===== src/rtl/tug_pkg.sv =====
// Shared types and constants for the tug-of-war match controller.
package tug_pkg;
  typedef enum logic [1:0] {PLAY = 2'd0, POINT = 2'd1, OVER = 2'd2} tug_state_e;

  localparam logic [1:0] WIN_NONE  = 2'b00;
  localparam logic [1:0] WIN_L     = 2'b10;
  localparam logic [1:0] WIN_R     = 2'b01;
  localparam logic [6:0] SEG_BLANK = 7'h7F;
endpackage


===== src/rtl/tug_match_ctrl_if.sv =====
// Player inputs, light-chain controls and score/display outputs of the match controller.
interface tug_match_ctrl_if;
  logic       l_press, r_press;
  logic       l_edge_on, r_edge_on;
  logic [8:0] cpu_thresh;
  logic       l_move, r_move;
  logic       field_reset;
  logic [3:0] l_score, r_score;
  logic [1:0] winner;
  logic [6:0] l_hex, r_hex;

  modport master (
    output l_press, r_press, l_edge_on, r_edge_on, cpu_thresh,
    input  l_move, r_move, field_reset, l_score, r_score, winner, l_hex, r_hex
  );
  modport slave (
    input  l_press, r_press, l_edge_on, r_edge_on, cpu_thresh,
    output l_move, r_move, field_reset, l_score, r_score, winner, l_hex, r_hex
  );
endinterface


===== src/rtl/tug_match_ctrl_seg7.sv =====
// Score digit decoder: active-low segments {g,f,e,d,c,b,a}; values above 9 are blanked.
module score_seg7
  import tug_pkg::*;
(
  input  logic [3:0] i_val,
  output logic [6:0] o_seg
);
  always_comb begin
    o_seg = SEG_BLANK;
    case (i_val)
      4'd0: o_seg = 7'h40;
      4'd1: o_seg = 7'h79;
      4'd2: o_seg = 7'h24;
      4'd3: o_seg = 7'h30;
      4'd4: o_seg = 7'h19;
      4'd5: o_seg = 7'h12;
      4'd6: o_seg = 7'h02;
      4'd7: o_seg = 7'h78;
      4'd8: o_seg = 7'h00;
      4'd9: o_seg = 7'h10;
      default: o_seg = SEG_BLANK;
    endcase
  end
endmodule


===== src/rtl/tug_match_ctrl.sv =====
// Tug-of-war match FSM: gates moves, scores edge hits, pauses the field, declares a winner.
// Define CPU_PLAYER_EN to replace the right-hand button with an LFSR-driven CPU player.
module tug_match_ctrl
  import tug_pkg::*;
#(
  parameter int WIN_SCORE    = 7,
  parameter int PAUSE_CYCLES = 4
) (
  input  logic            clk,
  input  logic            reset,
  tug_match_ctrl_if.slave bus
);
  localparam int CW = $clog2(PAUSE_CYCLES + 1);

  tug_state_e    r_state;
  logic [3:0]    r_l_score, r_r_score;
  logic [1:0]    r_winner;
  logic [CW-1:0] r_cnt;
  logic          r_l_move, r_r_move, r_rst_pulse, r_scorer_r;

  logic          w_l_eff, w_r_eff, w_in_play, w_l_only, w_r_only;
  logic          w_l_win, w_r_win, w_pause_done;
  logic [3:0]    w_scorer_cnt;

`ifdef CPU_PLAYER_EN
  logic [9:0] r_lfsr;
  logic       w_unused_rpress;

  always_ff @(posedge clk) begin
    if (reset) r_lfsr <= 10'h001;
    else       r_lfsr <= {r_lfsr[8:0], r_lfsr[9] ^ r_lfsr[6]};
  end
  assign w_r_eff         = (r_lfsr[8:0] < bus.cpu_thresh);
  assign w_unused_rpress = bus.r_press;
`else
  logic w_unused_thresh;
  assign w_r_eff         = bus.r_press;
  assign w_unused_thresh = ^bus.cpu_thresh;
`endif

  // Simultaneous presses cancel, so a scoring press never coincides with a move.
  assign w_l_eff      = bus.l_press;
  assign w_in_play    = (r_state == PLAY);
  assign w_l_only     = w_in_play & w_l_eff & ~w_r_eff;
  assign w_r_only     = w_in_play & w_r_eff & ~w_l_eff;
  assign w_l_win      = w_l_only & bus.l_edge_on;
  assign w_r_win      = w_r_only & bus.r_edge_on;
  assign w_pause_done = (r_cnt == CW'(PAUSE_CYCLES - 1));
  assign w_scorer_cnt = r_scorer_r ? r_r_score : r_l_score;

  always_ff @(posedge clk) begin
    if (reset) begin
      r_state     <= PLAY;
      r_l_score   <= '0;
      r_r_score   <= '0;
      r_winner    <= WIN_NONE;
      r_cnt       <= '0;
      r_l_move    <= 1'b0;
      r_r_move    <= 1'b0;
      r_scorer_r  <= 1'b0;
      r_rst_pulse <= 1'b1;
    end else begin
      r_rst_pulse <= 1'b0;
      r_l_move    <= w_l_only & ~bus.l_edge_on;
      r_r_move    <= w_r_only & ~bus.r_edge_on;
      case (r_state)
        PLAY: begin
          if (w_l_win || w_r_win) begin
            r_state    <= POINT;
            r_cnt      <= '0;
            r_scorer_r <= w_r_win;
            if (w_l_win && r_l_score < 4'(WIN_SCORE)) r_l_score <= r_l_score + 4'd1;
            if (w_r_win && r_r_score < 4'(WIN_SCORE)) r_r_score <= r_r_score + 4'd1;
          end
        end
        POINT: begin
          if (w_pause_done) begin
            if (w_scorer_cnt == 4'(WIN_SCORE)) begin
              r_state  <= OVER;
              r_winner <= r_scorer_r ? WIN_R : WIN_L;
            end else begin
              r_state <= PLAY;
            end
          end else begin
            r_cnt <= r_cnt + 1'b1;
          end
        end
        default: ;  // OVER is terminal until reset
      endcase
    end
  end

  assign bus.l_move      = r_l_move;
  assign bus.r_move      = r_r_move;
  assign bus.field_reset = r_rst_pulse | (r_state == POINT);
  assign bus.l_score     = r_l_score;
  assign bus.r_score     = r_r_score;
  assign bus.winner      = r_winner;

  score_seg7 u_l_seg (.i_val(r_l_score), .o_seg(bus.l_hex));
  score_seg7 u_r_seg (.i_val(r_r_score), .o_seg(bus.r_hex));
endmodule


===== src/flat_wrapper.sv =====
// flat-port wrapper written by rule: the top's interface ports become plain ports
module tug_match_ctrl_flat import tug_pkg::*;
#(
  parameter int WIN_SCORE    = 7,
  parameter int PAUSE_CYCLES = 4
)
  (clk, reset, bus_l_press, bus_r_press, bus_l_edge_on, bus_r_edge_on, bus_cpu_thresh, bus_l_move, bus_r_move, bus_field_reset, bus_l_score, bus_r_score, bus_winner, bus_l_hex, bus_r_hex);
  tug_match_ctrl_if bus_i ();
  input  logic clk;
  input  logic reset;
  input wire logic [$bits(bus_i.l_press)-1:0] bus_l_press;
  input wire logic [$bits(bus_i.r_press)-1:0] bus_r_press;
  input wire logic [$bits(bus_i.l_edge_on)-1:0] bus_l_edge_on;
  input wire logic [$bits(bus_i.r_edge_on)-1:0] bus_r_edge_on;
  input wire logic [$bits(bus_i.cpu_thresh)-1:0] bus_cpu_thresh;
  output wire logic [$bits(bus_i.l_move)-1:0] bus_l_move;
  output wire logic [$bits(bus_i.r_move)-1:0] bus_r_move;
  output wire logic [$bits(bus_i.field_reset)-1:0] bus_field_reset;
  output wire logic [$bits(bus_i.l_score)-1:0] bus_l_score;
  output wire logic [$bits(bus_i.r_score)-1:0] bus_r_score;
  output wire logic [$bits(bus_i.winner)-1:0] bus_winner;
  output wire logic [$bits(bus_i.l_hex)-1:0] bus_l_hex;
  output wire logic [$bits(bus_i.r_hex)-1:0] bus_r_hex;
  assign bus_i.l_press = bus_l_press;
  assign bus_i.r_press = bus_r_press;
  assign bus_i.l_edge_on = bus_l_edge_on;
  assign bus_i.r_edge_on = bus_r_edge_on;
  assign bus_i.cpu_thresh = bus_cpu_thresh;
  assign bus_l_move = bus_i.l_move;
  assign bus_r_move = bus_i.r_move;
  assign bus_field_reset = bus_i.field_reset;
  assign bus_l_score = bus_i.l_score;
  assign bus_r_score = bus_i.r_score;
  assign bus_winner = bus_i.winner;
  assign bus_l_hex = bus_i.l_hex;
  assign bus_r_hex = bus_i.r_hex;
  tug_match_ctrl #(.WIN_SCORE(WIN_SCORE), .PAUSE_CYCLES(PAUSE_CYCLES)) u_core (.clk(clk), .reset(reset), .bus(bus_i));
endmodule

===== config.mk =====
export PLATFORM = sky130hd
export DESIGN_NAME = tug_match_ctrl_flat
export DESIGN_NICKNAME = d
export VERILOG_FILES = /design/src/rtl/tug_pkg.sv /design/src/rtl/tug_match_ctrl_if.sv /design/src/rtl/tug_match_ctrl_seg7.sv /design/src/rtl/tug_match_ctrl.sv /design/src/flat_wrapper.sv
export SDC_FILE = /design/constraint.sdc
export NUM_CORES = 1
export LEC_CHECK = 0
export ABC_AREA = 1
export CORE_MARGIN = 10
export CORE_UTILIZATION = 42
export DETAILED_ROUTE_END_ITERATION = 8
export PLACE_DENSITY = 0.82
export SYNTH_ARGS = -nofsm -noshare
export SYNTH_HDL_FRONTEND = slang
export SYNTH_HIERARCHICAL = 1
export SYNTH_SLANG_ARGS = --single-unit

===== constraint.sdc =====
create_clock -name clk -period 4.1 [get_ports clk]
set_clock_uncertainty 0.1 [all_clocks]
set_input_delay 0.615 -clock clk [delete_from_list [all_inputs] [get_ports clk]]
set_output_delay 0.615 -clock clk [all_outputs]
set_load 0.01 [all_outputs]

* Yosys cells after proc, flatten, opt, wreduce, memory -nomap -nowiden
Memory sizes are Yosys's and may differ from the RTL's. A register that Yosys moved wholly into a read port is not among the register bits. Cells that the tools add are included.
Operators by class: equality and inequality tests 6, reductions and logical operators 11, order comparisons 2, bitwise logic cells 13, muxes and demuxes 14, add/sub/neg operators 3
Operator list (count):
- two-way mux 4 bit | 5
- AND reduction 3 bit | 5
- adder 4 x 1 -> 4 bit (second input constant) | 2
- bitwise AND 1 bit | 8
- < comparator 4 x 3 -> 1 bit (second input constant) | 2
- two-way mux 2 bit | 4
- two-way mux 3 bit | 2
- one-hot mux 3 bit (2 select lines) | 1
- == test 4 x 3 -> 1 bit (second input constant) | 1
- inequality test 2 bit (second input constant) | 2
- inverter 1 bit | 4
- one-hot mux 2 bit (2 select lines) | 1
- adder 3 x 1 -> 3 bit (second input constant) | 1
- == test 3 x 2 -> 1 bit (second input constant) | 1
- == test 2 x 1 -> 1 bit (second input constant) | 1
- logical AND 1 bit | 2
- zero test 2 bit | 1
- inequality test 2 x 1 -> 1 bit (second input constant) | 1
- AND reduction 2 bit | 1
- nonzero test 2 bit | 1
- logical OR 1 bit | 1
- two-way mux 1 bit | 1
- bitwise OR 1 bit | 1
Word-level totals: memories kept 2, output and inout bits 27, bits of input ports 15, register bits 19, memory bits (read-only) 224
Memories:
- (name not given) | depth 16, width 7, read ports 1, clocked after memory_dff 1, wr ports 0, line tug_match_ctrl_seg7.sv:10 | case (i_val)
- (name not given) | depth 16, width 7, read ports 1, clocked after memory_dff 1, wr ports 0, line tug_match_ctrl_seg7.sv:10

* Logic depth before layout (Yosys ltp)
Gate-level depths: netlist of run 1.
depth after elaboration 8, depth in mapped cells 8

* By module
Netlist of run 1, hierarchy kept.
Modules (own cells, without submodules):
- tug_match_ctrl | times used 1, seq. area each 380.4 sq um, area each 888.4 sq um, cells an instance 117
- score_seg7 | times used 2, seq. area each 0.0 sq um, area each 187.7 sq um, cells an instance 35

* Worst setup path before layout of run 1
No wires, ideal clock.
path kind register to output, from reg, netlist name u_core/bus.l_score[0], to out bus_l_hex[3], stages on the path, launching flop included 6, required time 3385 ps, setup slack 2248 ps, arrival 1137 ps, path through dfxtp_1 inv_1 ha_1 nand2_1 nand3_1 nand2_1
RTL lines:
- end: declaration | line flat_wrapper.sv:22 | output wire logic [$bits(bus_i.l_hex)-1:0] bus_l_hex;

==> impl_metrics.env, run 1 <==
export IMPL_n_antenna_cell=0
export IMPL_synthCells=187
export IMPL_yosysUniqueCellTypes=22
export IMPL_area_sequential_um2=380
export IMPL_ios=42
export IMPL_grt_use_total=0.0971
export IMPL_avgRoutedWirePerCell_um=10.7
export IMPL_outcome="finished clean"
export IMPL_worstPathArrival_ps=2040
export IMPL_r2r_start="u_core/r_cnt[0]"
export IMPL_numCtsBuffers=3
export IMPL_ctsHoldBuffers=0
export IMPL_rr_endpoint="u_core/r_cnt[1]"
export IMPL_holdWs_ps=383
export IMPL_post_cts_setup_buffer_count=0
export IMPL_hold_path_endpoint="u_core/bus.winner[1]"
export IMPL_powerDensity_nw_per_um2=234
export IMPL_synth_nets=216
export IMPL_grt_max_degree=13
export IMPL_met1_usage=0.110
export IMPL_max_cap_viol_count=0
export IMPL_met2_usage=0.163
export IMPL_cts_buffer_depth=2
export IMPL_final_area_um2=1650
export IMPL_fin_nets=252
export IMPL_area_growth_pct=30.2
export IMPL_root_buffer="clkbuf_4"
export IMPL_ys_warn_count=6
export IMPL_rows=19
export IMPL_ys_ff_latch=19
export IMPL_fin_crit_sh=0.672
export IMPL_slowest_delay_ps=540
export IMPL_hold_depth=2
export IMPL_cts_sinks=19
export IMPL_peakVddDrop_mv=0.207
export IMPL_dr_pass1_iters=4
export IMPL_syn_cell_area_um2=1260
export IMPL_cp_start_kind="register"
export IMPL_hold_start="u_core/bus.winner[1]"
export IMPL_place_gp_congestion=0.819
export IMPL_synthFlopType="dfxtp_1"
export IMPL_die_area_um2=5600
export IMPL_hold_class="register to register"
export IMPL_drc_errors=0
export IMPL_final_max_slew_viol_count=0
export IMPL_grt_overflow=0
export IMPL_n_fill_cell=262
export IMPL_finalCriticalPeriod_ps=2760
export IMPL_synth_common_cells="59 x nand2_1, 28 x inv_1, 19 x dfxtp_1"
export IMPL_insertion_delay_ps=310
export IMPL_end_kind="primary output"
export IMPL_dr_total_vias=1200
export IMPL_leakagePower_nw=0.785
export IMPL_start_util=0.450
export IMPL_drive_gt1_frac=0.0856
export IMPL_yosys_area_top_type="dfxtp_1"
export IMPL_drt_iter0_drc=45
export IMPL_hold_violations=0
export IMPL_synth_edf_count=0
export IMPL_crit_type="register to primary output"
export IMPL_viasPerCell=4.74
export IMPL_tightestPinTransition_ps=481
export IMPL_synth_area_per_cell_um2=6.76
export IMPL_pre_cts_ws_ps=1690
export IMPL_critPathMaxFanout=9
export IMPL_busiest_layer="met2"
export IMPL_die_w_um=74.9
export IMPL_gr_usage_met3=0.0223
export IMPL_cts_resized=0
export IMPL_seq_area_frac_synth=0.301
export IMPL_synth_top_area_frac=0.301
export IMPL_cp_slowest_cell="clkdlybuf4s50_1"
export IMPL_required_ps=3380
export IMPL_cts_tree="done"
export IMPL_htree_num_levels=1
export IMPL_grt_first_pass_wirelength_mm=4.42
export IMPL_fp_dieH_um=74.9
export IMPL_coreArea_um2=2810
export IMPL_setup_viol=0
export IMPL_dpl_instance_area_um2=1620
export IMPL_grt_pass1_vias=1048
export IMPL_multiInputGateArea_um2=767
export IMPL_reg2regPathDepth=8
export IMPL_relSlewSlack=0.678
export IMPL_fmax_mhz=363
export IMPL_dpl_hpwl_mm=2.13
export IMPL_rrSetupSlack_ps=2630
export IMPL_antenna_found_initial=0
export IMPL_path_common_cell="nand2_1"
export IMPL_routed_wl_mm=2.71
export IMPL_setup_ws_ps=1340
export IMPL_cts_clk_slew_worst_paths_ps=110
export IMPL_setup_tns_ps=0
export IMPL_yosysMostFrequentCell="nand2_1"
export IMPL_rsz0062_at_grt="no"
export IMPL_async_flop_share=0
export IMPL_synthTopCellsByArea="dfxtp_1 30%, nand2_1 18%, ha_1 14%"
export IMPL_port_buffers=32
export IMPL_ant_nets=0
export IMPL_critical_path_cell_chain="inv_1 -> ha_1 -> nand2_1 -> nand3_1 -> nand2_1 -> clkdlybuf4s50_1"
## routing by layer
| layer | vias up | part of all wire |
|---|---|---|
| met1 | 513 | 0.47 |
| met2 | 30 | 0.44 |
| met4 | 0 | 0.020 |
| met5 | - | 0 |
| li1 | 652 | - |
| met3 | 5 | 0.070 |
## cell usage in the layout (no fill, tap or decap), types with 3 or more instances in the layout
cell type	count
clkbuf_4	3
nand3_1	17
nor3_1	3
a21oi_1	6
clkdlybuf4s50_1	32
ha_1	14
dfxtp_1	19
nor2_1	18
inv_1	28
o21ai_1	3
nand2_1	59
## final cells by class
class | instances | share of cell area
Inverter | 30 | 0.0684
Tap cell | 31 | 0.0236
Clock buffer | 4 | 0.0160
Timing Repair Buffer | 32 | 0.195
Multi-Input combinational cell | 137 | 0.466
Sequential cell | 19 | 0.231
## state kept, by name, summed over array words and instances, names as in the netlist
signal	count
u_core/r_state	2
u_core/bus.winner	2
u_core/bus.r_score	4
u_core/r_rst_pulse	1
u_core/r_cnt	3
u_core/r_scorer_r	1
u_core/bus.l_score	4
u_core/bus.l_move	1
u_core/bus.r_move	1
## stage by stage
stage,utilization,cells,total power [mW]
after floorplan,-,187,0.255
after global placement,0.577,249,0.290
after detailed placement,0.577,249,0.292
after CTS,0.587,253,0.390
after global routing,0.587,253,0.406
final,0.587,253,0.384
## power by group
group / internal (mW) / switching (mW) / leakage (nW)
Combinational: 0.0419 / 0.0453 / 0.615
Sequential: 0.192 / 0.00793 / 0.155
Clock: 0.0380 / 0.0590 / 0.0150
## worst max-delay path by stage
stage | from | end | slack [ps] | cells past startpoint
2_1_floorplan | u_core/bus.l_score[0] | bus_l_hex[3] | 2250 | 5
3_3_place_gp | u_core/bus.l_score[1] | bus_l_hex[3] | 1710 | 6
3_5_place_dp | u_core/bus.r_score[1] | bus_r_hex[3] | 1690 | 6
4_1_cts | u_core/bus.r_score[1] | bus_r_hex[3] | 1330 | 6
5_1_grt | u_core/bus.l_score[1] | bus_l_hex[3] | 1200 | 6
6_report | u_core/bus.r_score[1] | bus_r_hex[3] | 1340 | 6
## kinds of logic (layout without fill, tap and decap cells)
kind of cell	after synthesis	in the layout	share of synthesized area
buf+inv	31	66	0.0921
simple gates	110	110	0.405
flops	19	19	0.301
compound gates	13	13	0.0634
fa+ha+maj	14	14	0.139
## worst max-delay path: cells and delay by family (launching register included)
| family | cells | cell delay, ps |
|---|---|---|
| AND/OR/NAND/NOR | 3 | 240 |
| flip-flops | 1 | 530 |
| adder cells (fa/ha/maj) | 1 | 290 |
| buffers and inverters | 2 | 680 |
No activity file was read; power rests on OpenSTA's default activity.
==> run 2, diff against run 1 <==
==> constraint.sdc (replaced) <==
create_clock -name clk -period 2.85 [get_ports clk]
set_clock_uncertainty 0.1 [all_clocks]
set_input_delay 0.4275 -clock clk [delete_from_list [all_inputs] [get_ports clk]]
set_output_delay 0.4275 -clock clk [all_outputs]
set_load 0.01 [all_outputs]
==> impl_metrics.env, run 2 (synthesis results as in run 1) <==
export IMPL_fin_crit_sh=0.893
export IMPL_hold_path_endpoint="u_core/bus.winner[1]"
export IMPL_crit_type="register to primary output"
export IMPL_grt_first_pass_wirelength_mm=4.62
export IMPL_n_fill_cell=282
export IMPL_tightestPinTransition_ps=485
export IMPL_hold_class="register to register"
export IMPL_cts_resized=0
export IMPL_port_buffers=32
export IMPL_final_max_slew_viol_count=0
export IMPL_rsz0062_at_grt="no"
export IMPL_slowest_delay_ps=530
export IMPL_leakagePower_nw=0.785
export IMPL_mostFrequentLayoutCells="59 x nand2_1, 32 x clkdlybuf4s50_1, 28 x inv_1"
export IMPL_reg2regPathDepth=8
export IMPL_grt_pass1_vias=1119
export IMPL_ctsHoldBuffers=0
export IMPL_power_mw=0.544
export IMPL_start_util=0.450
export IMPL_outcome="finished clean"
export IMPL_required_ps=2320
export IMPL_avgRoutedWirePerCell_um=10.7
export IMPL_peakVddDrop_mv=0.295
export IMPL_routed_wl_mm=2.71
export IMPL_fin_util=0.587
export IMPL_critPathMaxFanout=8
export IMPL_hold_violations=0
export IMPL_stdcell_count=253
export IMPL_ios=42
export IMPL_powerDensity_nw_per_um2=331
export IMPL_setup_viol=0
export IMPL_coreArea_um2=2810
export IMPL_hold_depth=2
export IMPL_dpl_hpwl_mm=2.18
export IMPL_max_cap_viol_count=0
export IMPL_hold_start="u_core/bus.winner[1]"
export IMPL_numCtsBuffers=3
export IMPL_finalCriticalPeriod_ps=2550
export IMPL_rr_endpoint="u_core/r_cnt[2]"
export IMPL_place_gp_congestion=0.820
export IMPL_antenna_found_initial=0
export IMPL_grt_max_degree=13
export IMPL_drc_errors=0
export IMPL_cp_start_kind="register"
export IMPL_cts_clk_slew_worst_paths_ps=100
export IMPL_cts_sinks=19
export IMPL_dr_pass1_iters=4
export IMPL_fp_dieH_um=74.9
export IMPL_viasPerCell=4.77
export IMPL_grt_use_total=0.0982
export IMPL_cts_buffer_depth=2
export IMPL_path_common_cell="nand2_1"
export IMPL_insertion_delay_ps=280
export IMPL_area_growth_pct=30.2
export IMPL_grt_overflow=0
export IMPL_ant_nets=0
export IMPL_fmax_mhz=393
export IMPL_drive_gt1_frac=0.0856
export IMPL_cpLargestDelayFamily="buffers and inverters"
export IMPL_die_w_um=74.9
export IMPL_drt_iter0_drc=52
export IMPL_critical_path_n_buffers_inverters=2
export IMPL_dp_cells=249
export IMPL_critical_path_cell_chain="inv_1 -> ha_1 -> nand2_1 -> nand3_1 -> nand2_1 -> clkdlybuf4s50_1"
export IMPL_rows=19
export IMPL_r2r_start="u_core/r_cnt[0]"
export IMPL_layout_commonest_cell="nand2_1"
export IMPL_relSlewSlack=0.675
export IMPL_post_cts_setup_buffer_count=0
export IMPL_cp_slowest_cell="clkdlybuf4s50_1"
export IMPL_rrSetupSlack_ps=1390
export IMPL_dr_total_vias=1206
export IMPL_n_antenna_cell=0
export IMPL_cts_tree="done"
export IMPL_end_kind="primary output"
export IMPL_htree_num_levels=1
export IMPL_setup_tns_ps=0
export IMPL_fin_nets=252
export IMPL_die_area_um2=5600
export IMPL_worstPathArrival_ps=2020
export IMPL_root_buffer="clkbuf_4"
-- run 2: cell counts in the layout (fill, tap and decap cells not counted) --
Identical to the previous run, type by type.
-- run 2: worst max-delay path by stage --
| stage | startpoint | depth (start not counted) | endpoint |
|---|---|---|---|
| 6_report | u_core/bus.r_score[0] | 6 | bus_r_hex[3] |
| 5_1_grt | u_core/bus.r_score[0] | 6 | bus_r_hex[3] |
| 4_1_cts | u_core/bus.r_score[0] | 6 | bus_r_hex[3] |
| 3_5_place_dp | u_core/bus.r_score[0] | 6 | bus_r_hex[3] |
| 3_3_place_gp | u_core/bus.l_score[1] | 6 | bus_l_hex[3] |
| 2_1_floorplan | u_core/bus.l_score[0] | 5 | bus_l_hex[3] |
-- run 2: metrics by stage --
stage / hold slack, ps / setup WS, ps / area [µm²]
floorplan: 355 / 1190 / 1260
global placement: 360 / 645 / 1620
CTS: 378 / 286 / 1650
finish: 372 / 305 / 1650
global route: 393 / 136 / 1650
detailed placement: 360 / 624 / 1620
-- run 2: worst register-to-register path: cells and delay by family (launching register included) --
family                     cells  cell delay (ps)
adders and majority gates      2              400
buffers and inverters          1               90
DFF                            1              340
and+or+nand+nor                5              430
-- run 2: area by class of cell --
class                      count  area (µm²)  share of cell area
multi-input combinational    137         767               0.466
sequential                    19         380               0.231
timing repair buffer          32         320               0.195
inverter                      30         113              0.0684
tap                           31        38.8              0.0236
clock buffer                   4        26.3              0.0160
-- run 2: power breakdown --
part,internal [mW],switching (mW)
Sequential,0.276,0.0112
Combinational,0.0606,0.0657
Clock,0.0543,0.0761
-- run 2: layer usage --
layer | wire [µm] | part of all wire | global-route usage | vias up
met5 | 0 | 0 | 0 | -
met4 | 23 | 0.0085 | 0.0315 | 0
met3 | 191 | 0.070 | 0.0250 | 4
met2 | 1280 | 0.47 | 0.172 | 26
met1 | 1220 | 0.45 | 0.113 | 523
li1 | - | - | - | 653
